$ cat src/rtl/xosera_bus_ctrl.sv
// Xosera 8-bit register bus sequencer: queues 8/16-bit register requests and plays
// each byte out as SETUP, a CS_WIDTH chip-select strobe and a GAP, returning reads.
module xosera_bus_ctrl #(
   parameter int unsigned CS_WIDTH = 2,
   parameter int unsigned GAP      = 2,
   parameter int unsigned DEPTH    = 4
) (
   input  logic        clk,
   input  logic        reset_i,
   input  logic        req_valid_i,
   output logic        req_ready_o,
   input  logic        req_write_i,
   input  logic        req_word_i,
   input  logic        req_bytesel_i,
   input  logic [3:0]  req_reg_num_i,
   input  logic [15:0] req_data_i,
   output logic        rsp_valid_o,
   output logic [15:0] rsp_data_o,
   output logic        busy_o,
   output logic        bus_cs_n_o,
   output logic        bus_rd_nwr_o,
   output logic [3:0]  bus_reg_num_o,
   output logic        bus_bytesel_o,
   output logic [7:0]  bus_data_o,
   input  logic [7:0]  bus_data_i,
   output logic [1:0]  dbg_state_o
);

   // Request handshake: a request transfers on a clk edge where req_valid_i && req_ready_o.
   // req_ready_o depends only on FIFO fill (never on req_valid_i or a same-cycle pop).
   // The response side has no ready: rsp_valid_o is a one-cycle pulse.

   localparam int unsigned AW   = (DEPTH > 1) ? $clog2(DEPTH) : 1;
   localparam int unsigned MAXC = (CS_WIDTH > GAP) ? CS_WIDTH : GAP;
   localparam int unsigned CW   = (MAXC > 1) ? $clog2(MAXC) : 1;
   localparam logic [AW:0] FULL_CNT = DEPTH[AW:0];

   typedef enum logic [1:0] {
      ST_IDLE   = 2'd0,
      ST_SETUP  = 2'd1,
      ST_STROBE = 2'd2,
      ST_GAP    = 2'd3
   } state_t;

   typedef struct packed {
      logic        write;
      logic        word;
      logic        bytesel;
      logic [3:0]  reg_num;
      logic [15:0] data;
   } entry_t;

   entry_t          mem [DEPTH];
   logic [AW:0]     wr_ptr, rd_ptr, rd_next, count;
   entry_t          req_entry, head, ld_entry;
   logic            push, pop, empty, full, last_byte, more, load, ld_odd, ld_bytesel;
   logic [7:0]      ld_data, rd_hi;
   state_t          state;
   logic [CW-1:0]   cnt;
   logic            odd;

   always_comb begin
      req_entry         = '0;
      req_entry.write   = req_write_i;
      req_entry.word    = req_word_i;
      req_entry.bytesel = req_bytesel_i;
      req_entry.reg_num = req_reg_num_i;
      req_entry.data    = req_data_i;
   end

   assign rd_next     = rd_ptr + 1'b1;
   assign count       = wr_ptr - rd_ptr;
   assign empty       = (count == '0);
   assign full        = (count == FULL_CNT);
   assign push        = req_valid_i && !full;
   assign req_ready_o = !full;
   assign busy_o      = (state != ST_IDLE) || !empty;
   assign dbg_state_o = state;

   // The head entry stays queued for its whole access, so it is the one on the bus.
   assign head      = mem[rd_ptr[AW-1:0]];
   assign last_byte = !head.word || odd;
   assign more      = (count[AW:1] != '0) || push;
   assign pop       = (state == ST_GAP) && (cnt == '0) && last_byte;
   assign load      = ((state == ST_IDLE) && (!empty || push)) ||
                      ((state == ST_GAP) && (cnt == '0) && (!last_byte || more));
   assign ld_odd    = (state == ST_GAP) && !last_byte;

   // Next entry to put on the bus; an empty FIFO bypasses the incoming request.
   always_comb begin
      ld_entry = head;
      if (state == ST_IDLE) begin
         if (empty) ld_entry = req_entry;
      end else if (!ld_odd) begin
         ld_entry = (count[AW:1] != '0) ? mem[rd_next[AW-1:0]] : req_entry;
      end
   end

   assign ld_bytesel = ld_entry.word ? ld_odd : ld_entry.bytesel;
   assign ld_data    = (ld_entry.word && !ld_odd) ? ld_entry.data[15:8] : ld_entry.data[7:0];

   always_ff @(posedge clk or negedge reset_i) begin
      if (!reset_i) begin
         wr_ptr <= '0;
         rd_ptr <= '0;
      end else begin
         if (push) wr_ptr <= wr_ptr + 1'b1;
         if (pop)  rd_ptr <= rd_next;
      end
   end

   always_ff @(posedge clk) begin
      if (push) mem[wr_ptr[AW-1:0]] <= req_entry;
   end

   always_ff @(posedge clk or negedge reset_i) begin
      if (!reset_i) begin
         state         <= ST_IDLE;
         cnt           <= '0;
         odd           <= 1'b0;
         rd_hi         <= 8'h00;
         bus_cs_n_o    <= 1'b1;
         bus_rd_nwr_o  <= 1'b1;
         bus_reg_num_o <= 4'h0;
         bus_bytesel_o <= 1'b0;
         bus_data_o    <= 8'h00;
         rsp_valid_o   <= 1'b0;
         rsp_data_o    <= 16'h0000;
      end else begin
         rsp_valid_o <= 1'b0;
         case (state)
            ST_IDLE: begin
               if (load) state <= ST_SETUP;
            end
            ST_SETUP: begin
               state      <= ST_STROBE;
               bus_cs_n_o <= 1'b0;
               cnt        <= CW'(CS_WIDTH - 1);
            end
            ST_STROBE: begin
               if (cnt == '0) begin
                  state      <= ST_GAP;
                  bus_cs_n_o <= 1'b1;
                  cnt        <= CW'(GAP - 1);
                  if (!head.write) begin
                     if (last_byte) begin
                        rsp_valid_o <= 1'b1;
                        rsp_data_o  <= head.word ? {rd_hi, bus_data_i} : {8'h00, bus_data_i};
                     end else begin
                        rd_hi <= bus_data_i;
                     end
                  end
               end else begin
                  cnt <= cnt - 1'b1;
               end
            end
            ST_GAP: begin
               if (cnt != '0) cnt <= cnt - 1'b1;
               else if (load) state <= ST_SETUP;
               else           state <= ST_IDLE;
            end
            default: state <= ST_IDLE;
         endcase
         if (load) begin
            odd           <= ld_odd;
            bus_rd_nwr_o  <= !ld_entry.write;
            bus_reg_num_o <= ld_entry.reg_num;
            bus_bytesel_o <= ld_bytesel;
            bus_data_o    <= ld_data;
         end
      end
   end

endmodule

$ cat config.mk
export PLATFORM = sky130hd
export DESIGN_NAME = xosera_bus_ctrl
export DESIGN_NICKNAME = d
export VERILOG_FILES = /design/src/rtl/xosera_bus_ctrl.sv
export SDC_FILE = /design/constraint.sdc
export NUM_CORES = 1
export LEC_CHECK = 0
export CELL_PAD_IN_SITES_DETAIL_PLACEMENT = 1
export CELL_PAD_IN_SITES_GLOBAL_PLACEMENT = 1
export CORE_MARGIN = 2
export CORE_UTILIZATION = 40
export CTS_BUF_LIST = sky130_fd_sc_hd__clkbuf_16
export DETAILED_ROUTE_END_ITERATION = 16
export GPL_TIMING_DRIVEN = 0
export PLACE_DENSITY_LB_ADDON = 0.12
export REMOVE_ABC_BUFFERS = 1
export SYNTH_ARGS = -nofsm -noshare
export SYNTH_HDL_FRONTEND = slang
export SYNTH_SLANG_ARGS = --single-unit
$ cat constraint.sdc
create_clock -name clk -period 3.9 [get_ports clk]
set_clock_uncertainty 0.05 [all_clocks]
set_input_delay 0.39 -clock clk [delete_from_list [all_inputs] [get_ports clk]]
set_output_delay 0.39 -clock clk [all_outputs]
set_load 0.01 [all_outputs]
Word-level counts from Yosys, hierarchy flattened
Memory sizes are Yosys's and may differ from the RTL's.
Cells that the tools add are included.
Widths: inputs -> output; s select.
{"block": "op_classes", "add_sub_neg": 4, "n_eq_ne": 7, "n_mux": 23, "bitwise_logic": 3, "reduce_logical": 29}
{"op": "$mux 23", "count": 4}
{"op": "$mux 16", "count": 1}
{"op": "$mux 1", "count": 11}
{"op": "$mux 8", "count": 1}
{"op": "$pmux 2 s4", "count": 1}
{"op": "$reduce_and 4->1", "count": 2}
{"op": "$logic_and 1x1->1", "count": 7}
{"op": "$add 3x1->3 const B", "count": 2}
{"op": "$logic_not 1->1", "count": 6}
{"op": "$logic_or 1x1->1", "count": 6}
{"op": "$mux 2", "count": 3}
{"op": "$ne 2x2->1 const B", "count": 3}
{"op": "$reduce_bool 2->1", "count": 3}
{"op": "$eq 2x2->1 const B", "count": 2}
{"op": "$eq 3x3->1 const B", "count": 1}
{"op": "$logic_not 3->1", "count": 1}
{"op": "$not 1->1", "count": 3}
{"op": "$pmux 1 s3", "count": 1}
{"op": "$reduce_and 3->1", "count": 1}
{"op": "$reduce_bool 3->1", "count": 1}
{"op": "$sub 3x3->3", "count": 1}
{"op": "$eq 2x1->1 const B", "count": 1}
{"op": "$logic_not 2->1", "count": 1}
{"op": "$pmux 1 s2", "count": 1}
{"op": "2 further kinds", "count": 2}
{"block": "word_totals", "reg_bits": 50, "mem_bits_rw": 92, "output_inout_bits": 36, "wordCells": 80, "n_memories": 1}
{"name": "mem", "depth": 4, "width": 23, "read_ports": 2, "rd_ports_with_merged_regs": 0, "wr": 1, "line_no": "53", "source": "entry_t mem [DEPTH];"}

Depth between registers and ports, before layout
Gate-level depths: netlist of the first run.
{"block": "logic_depth", "depth_word": 11, "ltp_mapped": 13, "mapped_depth_nobuf": 9}

Worst setup path after synthesis of the first run
No wires, ideal clock.
{"block": "synth_path", "path_kind": "reg2reg", "startpoint": "reg rd_ptr[1]", "endpoint": "mem mem[3][0] (netlist name) (enable)", "setup_time_ns": 0.383, "arrival_ns": 3.051, "t_required_ns": 3.467, "setup_slack_ns": 0.416, "stages_incl_launch_ff": 11, "path_cell_list": "dfrtp_1 > buf_6 > clkbuf_1 > buf_2 > inv_1 > fa_1 > clkbuf_1 > nor2b_1 > clkbuf_1 > nand2_1 > and3_1"}
{"block": "synth_between", "elab_chain_len": 6}
{"item": "start: declaration", "line_no": "54", "source": "logic [AW:0] wr_ptr, rd_ptr, rd_next, count;"}
{"item": "start signal: assignment", "line_no": "108", "source": "if (pop) rd_ptr <= rd_next;"}
{"item": "$sub 3x3->3", "line_no": "72", "source": "assign count = wr_ptr - rd_ptr;"}
{"item": "$eq 3x3->1", "line_no": "74", "source": "assign full = (count == FULL_CNT);"}
{"item": "$logic_not 1->1"}
{"item": "via req_ready_o", "line_no": "11", "source": "output logic req_ready_o,"}
{"item": "$logic_and 1x1->1", "line_no": "75", "source": "assign push = req_valid_i && !full;"}
{"item": "$mux 1", "line_no": "113", "source": "if (push) mem[wr_ptr[AW-1:0]] <= req_entry;"}
{"item": "$mux 1 (implied by the code)", "line_no": "113"}
{"item": "end: declaration", "line_no": "53"}
The timed path passes the listed nets, and every way through them passes these cells.

Worst setup path after layout of the first run
{"block": "layout_path", "startpoint": "reg rd_ptr[0]", "endpoint": "out busy_o"}
{"block": "layout_between", "elab_chain_len": 4}
{"item": "$sub 3x3->3", "line_no": "72"}
{"item": "$logic_not 3->1", "line_no": "73", "source": "assign empty = (count == '0);"}
{"item": "$logic_not 1->1", "line_no": "77", "source": "assign busy_o = (state != ST_IDLE) || !empty;"}
{"item": "$logic_or 1x1->1", "line_no": "77"}
{"item": "end: declaration", "line_no": "19", "source": "output logic busy_o,"}
No other way between the ends.

==> metrics.md, run 1 <==
| Metric | Value |
|---|---|
| Synthesis-to-layout area growth | `21.0%` |
| Clock latency on the worst-skew pair | `0.43 ns` |
| Top_reg_cell synth | `edfxtp_1` |
| Die Height | `139 um` |
| Syn avg cell area | `14.1 um^2` |
| Final Util | `0.493` |
| Fin Setup TNS | `0 ns` |
| Final GP Congestion | `0.754` |
| F_max | `0.268 GHz` |
| Total track usage | `0.206` |
| CTS max path bufs | `2` |
| DR vias/cell | `5.94` |
| Final Max Slew Viols | `0` |
| Drt first pass iters | `4` |
| DRC Markers | `0` |
| Num CTS Buffers | `17` |
| Worst Max-Slew Pin Slew | `0.833 ns` |
| DIE WIDTH | `139 um` |
| Largest net degree at the start of global routing | `39` |
| Number of synthesized register bits | `142` |
| Nets@finish | `620` |
| Via count | `4843` |
| Critical path type | `flop to primary output` |
| Setup crit end kind | `primary output` |
| PortBufs | `69` |
| Antenna Nets Post-Route | `0` |
| Most common cell after layout, fill and taps aside | `edfxtp_1` |
| Clk slew on worst S/H paths | `0.06 ns` |
| Relative slew margins | `0.444` |
| WHS | `0.345 ns` |
| Synth async-reset ratio | `0.352` |
| Post-synthesis sequential area ratio | `0.550` |
| Htree depth | `4` |
| Gr ovfl total | `0` |
| Wirelength per Cell | `23.8 um` |
| Drt first-iter violations | `305` |
| Top-Level Pins | `70` |
| Run status | `finished clean` |
| RSZ-0062 raised after global routing | `false` |
| Detailed Place HPWL | `11900 um` |
| CP max FO | `30` |
| Commonest cells after routing, fill and taps aside | `edfxtp_1 (92), clkdlybuf4s50_1 (68), mux4_2 (46), dfrtp_1 (46), o21ai_0 (45)` |
| Reg2Reg Launch Point | `rd_ptr[1]$_DFFE_PN0P_` |
| Vias in the first global route | `5355` |
| Initial core utilization | `0.408` |
| Crit path required time | `3.46 ns` |
| Final worst-path cycle share | `0.958` |
| CTS sink cnt | `142` |
| CP Data Arrival Time | `3.29 ns` |
| First-pass GRT wire length | `30500 um` |
| Worst min path class | `primary input to async pin` |
| Crit path launch type | `flop` |
| Yosys Warn Count | `0` |
| Fin. Hold Viols | `0` |
| CTS root buffer | `clkbuf_16` |
| Share of post-route cells with drive strength above 1 | `0.228` |
| Total Die Area | `0.0193 mm^2` |
| Num rows | `49` |
| CTS tree | `yes` |
| Cell Area, Synth | `0.00730 mm^2` |
| Number of flops mapped to enable cells by yosys | `92` |
| Maximum Capacitance Violations | `0` |
| ANT cells | `0` |
| Core Box Area | `0.0179 mm^2` |
| Synth cell types | `50` |
| Post-Syn Instances | `519` |
| Total wire length | `19400 um` |
| Minimum clock period | `3.73 ns` |
| Initial antenna violation count | `0` |
| Final setup vio count | `0` |
| Critical path origin | `rd_ptr[0]$_DFFE_PN0P_` |
==> final cells by class <==
class | instances | area [um^2]
sequential | 142 | 4020
timing repair inverter | 1 | 5.00
clock inverter | 15 | 170
multi-input combinational | 322 | 3060
timing repair buffer | 77 | 811
tap | 229 | 287
inverter | 13 | 53.8
clock buffer | 17 | 425
fill | 1772 | 9070
==> timing repair <==
| item | CTS | global route |
|---|---|---|
| cloned | 0 | 1 |
| hold buffers | 1 | 0 |
| pin swaps | 1 | 0 |
| buffers inserted | 2 | 1 |
| hold endpoints to repair | 12 | 0 |
| gates resized for setup | 16 | 2 |
| endpoints found under the setup margin | 114 | 10 |
==> logic make-up after synthesis <==
kind of cell | Yosys count | synth area share
buffers and inverters | 55 | 0.0369
AO/OA/AOI/OAI | 129 | 0.122
multiplexers | 75 | 0.187
adder cells (fa/ha/maj) | 12 | 0.0216
flip-flops | 142 | 0.550
XOR/XNOR | 6 | 0.0113
AND/OR/NAND/NOR | 100 | 0.0706
==> cell usage after synthesis, types with 3 or more instances <==
library cell / n / area, um^2
nand2_1: 35 / 131
mux2i_1: 8 / 80.1
nand3_1: 17 / 85.1
buf_6: 3 / 33.8
buf_4: 7 / 52.6
mux4_2: 46 / 1040
dfrtp_1: 48 / 1200
a311oi_1: 10 / 87.6
mux2_4: 3 / 45.0
edfxtp_1: 92 / 2760
a21oi_1: 11 / 55.1
inv_1: 11 / 41.3
clkbuf_1: 21 / 78.8
ha_1: 11 / 138
o22a_1: 9 / 78.8
buf_2: 11 / 55.1
a211oi_1: 18 / 135
a31oi_1: 4 / 25.0
nor4b_1: 8 / 70.1
mux2_2: 18 / 203
a311o_1: 5 / 50.1
o21ai_0: 45 / 225
and3_1: 6 / 37.5
a2111oi_0: 8 / 70.1
nor2_1: 20 / 75.1
a21boi_0: 9 / 67.6
==> per-layer routing <==
metal	global-route usage	wire [um]
met1	0.255	7920
met2	0.364	10200
met3	0.0376	859
met4	0.0744	393
met5	0	0
==> through the flow <==
stage               worst slack (ns)  std cells  instance area, um^2
floorplan                     -0.732        477                 7080
global placement               -2.44        775                 8050
detailed placement             -1.48        779                 8130
CTS                          0.00385        814                 8800
global route                  0.0764        816                 8830
finish                         0.166        816                 8830
==> state kept, by name, summed over array words and instances (netlist names) <==
signal,cells
rsp_data_o,16
bus_bytesel_o,1
dbg_state_o,2
bus_data_o,8
odd,1
bus_reg_num_o,4
rd_hi,8
cnt,1
wr_ptr,3
mem,92
bus_cs_n_o,1
bus_rd_nwr_o,1
rsp_valid_o,1
rd_ptr,3
==> path summary, 6_finish.rpt <==
kind | cells past startpoint | end | slack, ns
min in group clk | 2 | bus_rd_nwr_o$_DFFE_PN1P_ | 0.43
hold reg to reg | 2 | bus_rd_nwr_o$_DFFE_PN1P_ | 0.43
max in group asynchronous | 3 | bus_cs_n_o$_DFFE_PN1P_ | 2.87
hold / removal | 2 | bus_reg_num_o[3]$_DFFE_PN0P_ | 0.35
setup reg to reg | 7 | bus_data_o[1]$_DFFE_PN0P_ | 0.28
setup / recovery | 7 | busy_o | 0.17
==> critical path: stages, from the launching register on <==
cell and delay, ns:
dfrtp_4 0.62, ha_1 0.22, inv_1 0.06, fa_2 0.37
xnor3_4 0.55, nor2_8 0.39, nand2_1 0.11, clkdlybuf4s50_1 0.52
Power of run 1 is left out: the tool's default activity adds up to more than one toggle a clock period on the data nets, which glitch-free logic cannot reach.
==> inputs of run 2 (changes only) <==
--- a/config.mk
+++ b/config.mk
@@ -8,7 +8,7 @@
 export CELL_PAD_IN_SITES_DETAIL_PLACEMENT = 1
 export CELL_PAD_IN_SITES_GLOBAL_PLACEMENT = 1
 export CORE_MARGIN = 2
-export CORE_UTILIZATION = 40
+export CORE_UTILIZATION = 42
 export CTS_BUF_LIST = sky130_fd_sc_hd__clkbuf_16
 export DETAILED_ROUTE_END_ITERATION = 16
 export GPL_TIMING_DRIVEN = 0
==> run 2 against run 1 <==
  * Flip-flop and latch count stayed put
  * Wire length decreased by 0.88%
  * Via count up 1.9%
  * Critical path depth rose by 2
  * Core utilization grew 2.8 points
  * First-iteration DRC count decreased by 18%
  * Worst setup slack worse by 0.088 ns
  * Count of clock-buffer cells in the layout rose by 3
  * Maximum frequency is 2.3% lower
  * Global-route usage increased by 1.1 points
==> metrics.md, run 2 (synthesis gave the netlist of run 1 again) <==
| Metric | Value |
|---|---|
| Run status | `finished clean` |
| Crit path launch type | `flop` |
| Synthesis-to-layout area growth | `22.4%` |
| CTS tree | `yes` |
| Initial antenna violation count | `0 (unchanged)` |
| Maximum Capacitance Violations | `0 (unchanged)` |
| Clock latency on the worst-skew pair | `0.43 ns (about the same)` |
| Worst min path class | `primary input to async pin` |
| Setup crit end kind | `flop` |
| Final worst-path cycle share | `0.980 (+0.0225)` |
| Share of post-route cells with drive strength above 1 | `0.236 (+0.00771)` |
| Fin. Hold Viols | `0 (unchanged)` |
| Final setup vio count | `0 (unchanged)` |
| Worst Max-Slew Pin Slew | `1.09 ns (+0.258 ns)` |
| Most common cell after layout, fill and taps aside | `edfxtp_1` |
| Largest register FFs | `92 (unchanged)` |
| Htree depth | `4 (unchanged)` |
| R2R cell count | `9 (+2)` |
| Num rows | `48 (-2.0%)` |
| Drt first-iter violations | `249 (-18%)` |
| Antenna Nets Post-Route | `0 (unchanged)` |
| Grt met1 use | `0.271 (+0.0159)` |
| GRT met3 Usage | `0.0414 (+0.00375)` |
| Reg-to-Reg End | `bus_data_o[7]$_DFFE_PN0P_` |
| Total track usage | `0.217 (+0.0107)` |
| CTS max path bufs | `2 (unchanged)` |
| Worst slack at placement | `-1.62 ns (-0.143 ns)` |
| Core Box Area | `0.0171 mm^2 (-4.4%)` |
| Vias in the first global route | `5245 (-2.1%)` |
| Minimum clock period | `3.82 ns (+0.0879 ns)` |
| Reg2Reg Launch Point | `rd_ptr[0]$_DFFE_PN0P_` |
| CP max FO | `30 (unchanged)` |
| Relative slew margins | `0.272 (-0.172)` |
| First-pass GRT wire length | `29700 um (-2.6%)` |
| CTS root buffer | `clkbuf_16` |
| Die Height | `136 um (-2.3%)` |
| DR vias/cell | `6.06 (+2.2%)` |
| Gr ovfl total | `0 (unchanged)` |
| Largest net degree at the start of global routing | `40 (+2.6%)` |
| Num CTS Buffers | `17 (unchanged)` |
| Busiest grt layer | `met2` |
| Via count | `4935 (+1.9%)` |
| ANT cells | `0 (unchanged)` |
| Drt first pass iters | `4 (unchanged)` |
| Fill count | `1664 (-6.1%)` |
| DRC Markers | `0 (unchanged)` |
| Final GP Congestion | `0.768 (+1.8%)` |
| Worst setup margin | `0.0778 ns (-0.0879 ns)` |
| Met2 GRT Util | `0.380 (+0.0162)` |
| PortBufs | `69 (unchanged)` |
| RSZ-0062 raised after global routing | `true` |
| Wirelength per Cell | `23.6 um (-0.63%)` |
| R2R Setup Slk | `0.08 ns (-0.20 ns)` |
| Total wire length | `19200 um (-0.88%)` |
| Top-Level Pins | `70 (unchanged)` |
| Crit path required time | `4.13 ns (+0.67 ns)` |
| DIE WIDTH | `136 um (-2.3%)` |
| F_max | `0.262 GHz (-2.3%)` |
| Clk slew on worst S/H paths | `0.07 ns (about the same)` |
| Critical path type | `flop to flop` |
| CP Data Arrival Time | `4.05 ns (+0.76 ns)` |
| Detailed Place HPWL | `11900 um (+0.35%)` |
| Commonest cells after routing, fill and taps aside | `edfxtp_1 (92), clkdlybuf4s50_1 (68), mux4_2 (46), dfrtp_1 (46), o21ai_0 (44)` |
| Final Max Slew Viols | `0 (unchanged)` |
| Total Die Area | `0.0184 mm^2 (-4.6%)` |
| Initial core utilization | `0.426 (+0.0187)` |
| Nets@finish | `622 (+0.32%)` |
| CTS sink cnt | `142 (unchanged)` |
[run 2: changes by cell type in the layout (fill, tap and decap cells not counted), moves of 3 or more]
cell / before / now
a2111oi_2: 2 / 6
a2111oi_0: 5 / 1
clkinvlp_4: 5 / 0
inv_1: 10 / 13
[run 2: cell type report]
| cell class | instances | area [um^2] | area share |
|---|---|---|---|
| Clock inverter | 12 | 114 | 0.0127 |
| Clock buffer | 20 | 500 | 0.0560 |
| Tap cell | 225 | 282 | 0.0315 |
| Timing Repair Buffer | 79 | 848 | 0.0950 |
| Sequential cell | 142 | 4020 | 0.450 |
| Multi-Input combinational cell | 323 | 3120 | 0.349 |
| Inverter | 13 | 50.0 | 0.00560 |
[run 2: repair_timing]
item                                    4_1_cts  5_1_grt
hold buffers                                  1        0
pin swaps                                     2        1
buffers inserted                              3        1
cloned                                        0        1
endpoints found under the setup margin      114       10
gates resized for setup                      15       13
hold endpoints to repair                     11        0
[run 2: metrics by stage]
step / setup TNS [ns] / hold slack [ns] / area, um^2 / std cells / util
floorplan: -46.53 / 0.0444 / 7080 / 477 / -
global placement: -245.59 / 0.412 / 8050 / 771 / 0.470
detailed placement: -84.39 / 0.266 / 8170 / 776 / 0.477
CTS: 0 / 0.337 / 8860 / 812 / 0.518
global route: -0.778 / 0.375 / 8930 / 814 / 0.522
finish: 0 / 0.350 / 8930 / 814 / 0.522
[run 2: worst max path at each step]
stage	from	to	slack, ns	depth (start not counted)
CTS	rd_ptr[0]$_DFFE_PN0P_	bus_data_o[5]$_DFFE_PN0P_	0.007	9
global route	dbg_state_o[0]$_DFFE_PN0P_	bus_data_o[7]$_DFFE_PN0P_	-0.15	7
floorplan	rd_ptr[0]$_DFFE_PN0P_	bus_data_o[0]$_DFFE_PN0P_	-0.73	8
global placement	rd_ptr[0]$_DFFE_PN0P_	bus_data_o[0]$_DFFE_PN0P_	-2.50	8
detailed placement	rd_ptr[1]$_DFFE_PN0P_	bus_data_o[0]$_DFFE_PN0P_	-1.62	7
finish	rd_ptr[0]$_DFFE_PN0P_	bus_data_o[7]$_DFFE_PN0P_	0.08	9
[run 2: routing by layer]
layer | up-vias | wire length, um
li1 | 2181 | -
met1 | 2574 | 8020
met2 | 153 | 10000
met3 | 27 | 849
met4 | 0 | 347
met5 | - | 0
[run 2: critical path, cell delays in order, from the launching register on]
cell and delay (ns):
dfrtp_4 0.61, buf_12 0.26, ha_1 0.18, inv_1 0.05, fa_2 0.37, xor3_4 0.51
a211oi_1 0.63, a311oi_2 0.24, a2111oi_2 0.67, a211oi_1 0.10
Power of run 2 is left out for the same reason.
==> inputs of run 3 (changes only) <==
--- a/config.mk
+++ b/config.mk
@@ -10,6 +10,7 @@
 export CORE_MARGIN = 2
 export CORE_UTILIZATION = 42
 export CTS_BUF_LIST = sky130_fd_sc_hd__clkbuf_16
+export CTS_CLUSTER_DIAMETER = 40
 export DETAILED_ROUTE_END_ITERATION = 16
 export GPL_TIMING_DRIVEN = 0
 export PLACE_DENSITY_LB_ADDON = 0.12
==> results of run 3 <==
Final layout, timing and power as in run 2 (identical DEF).
Power of run 3 is left out for the same reason.
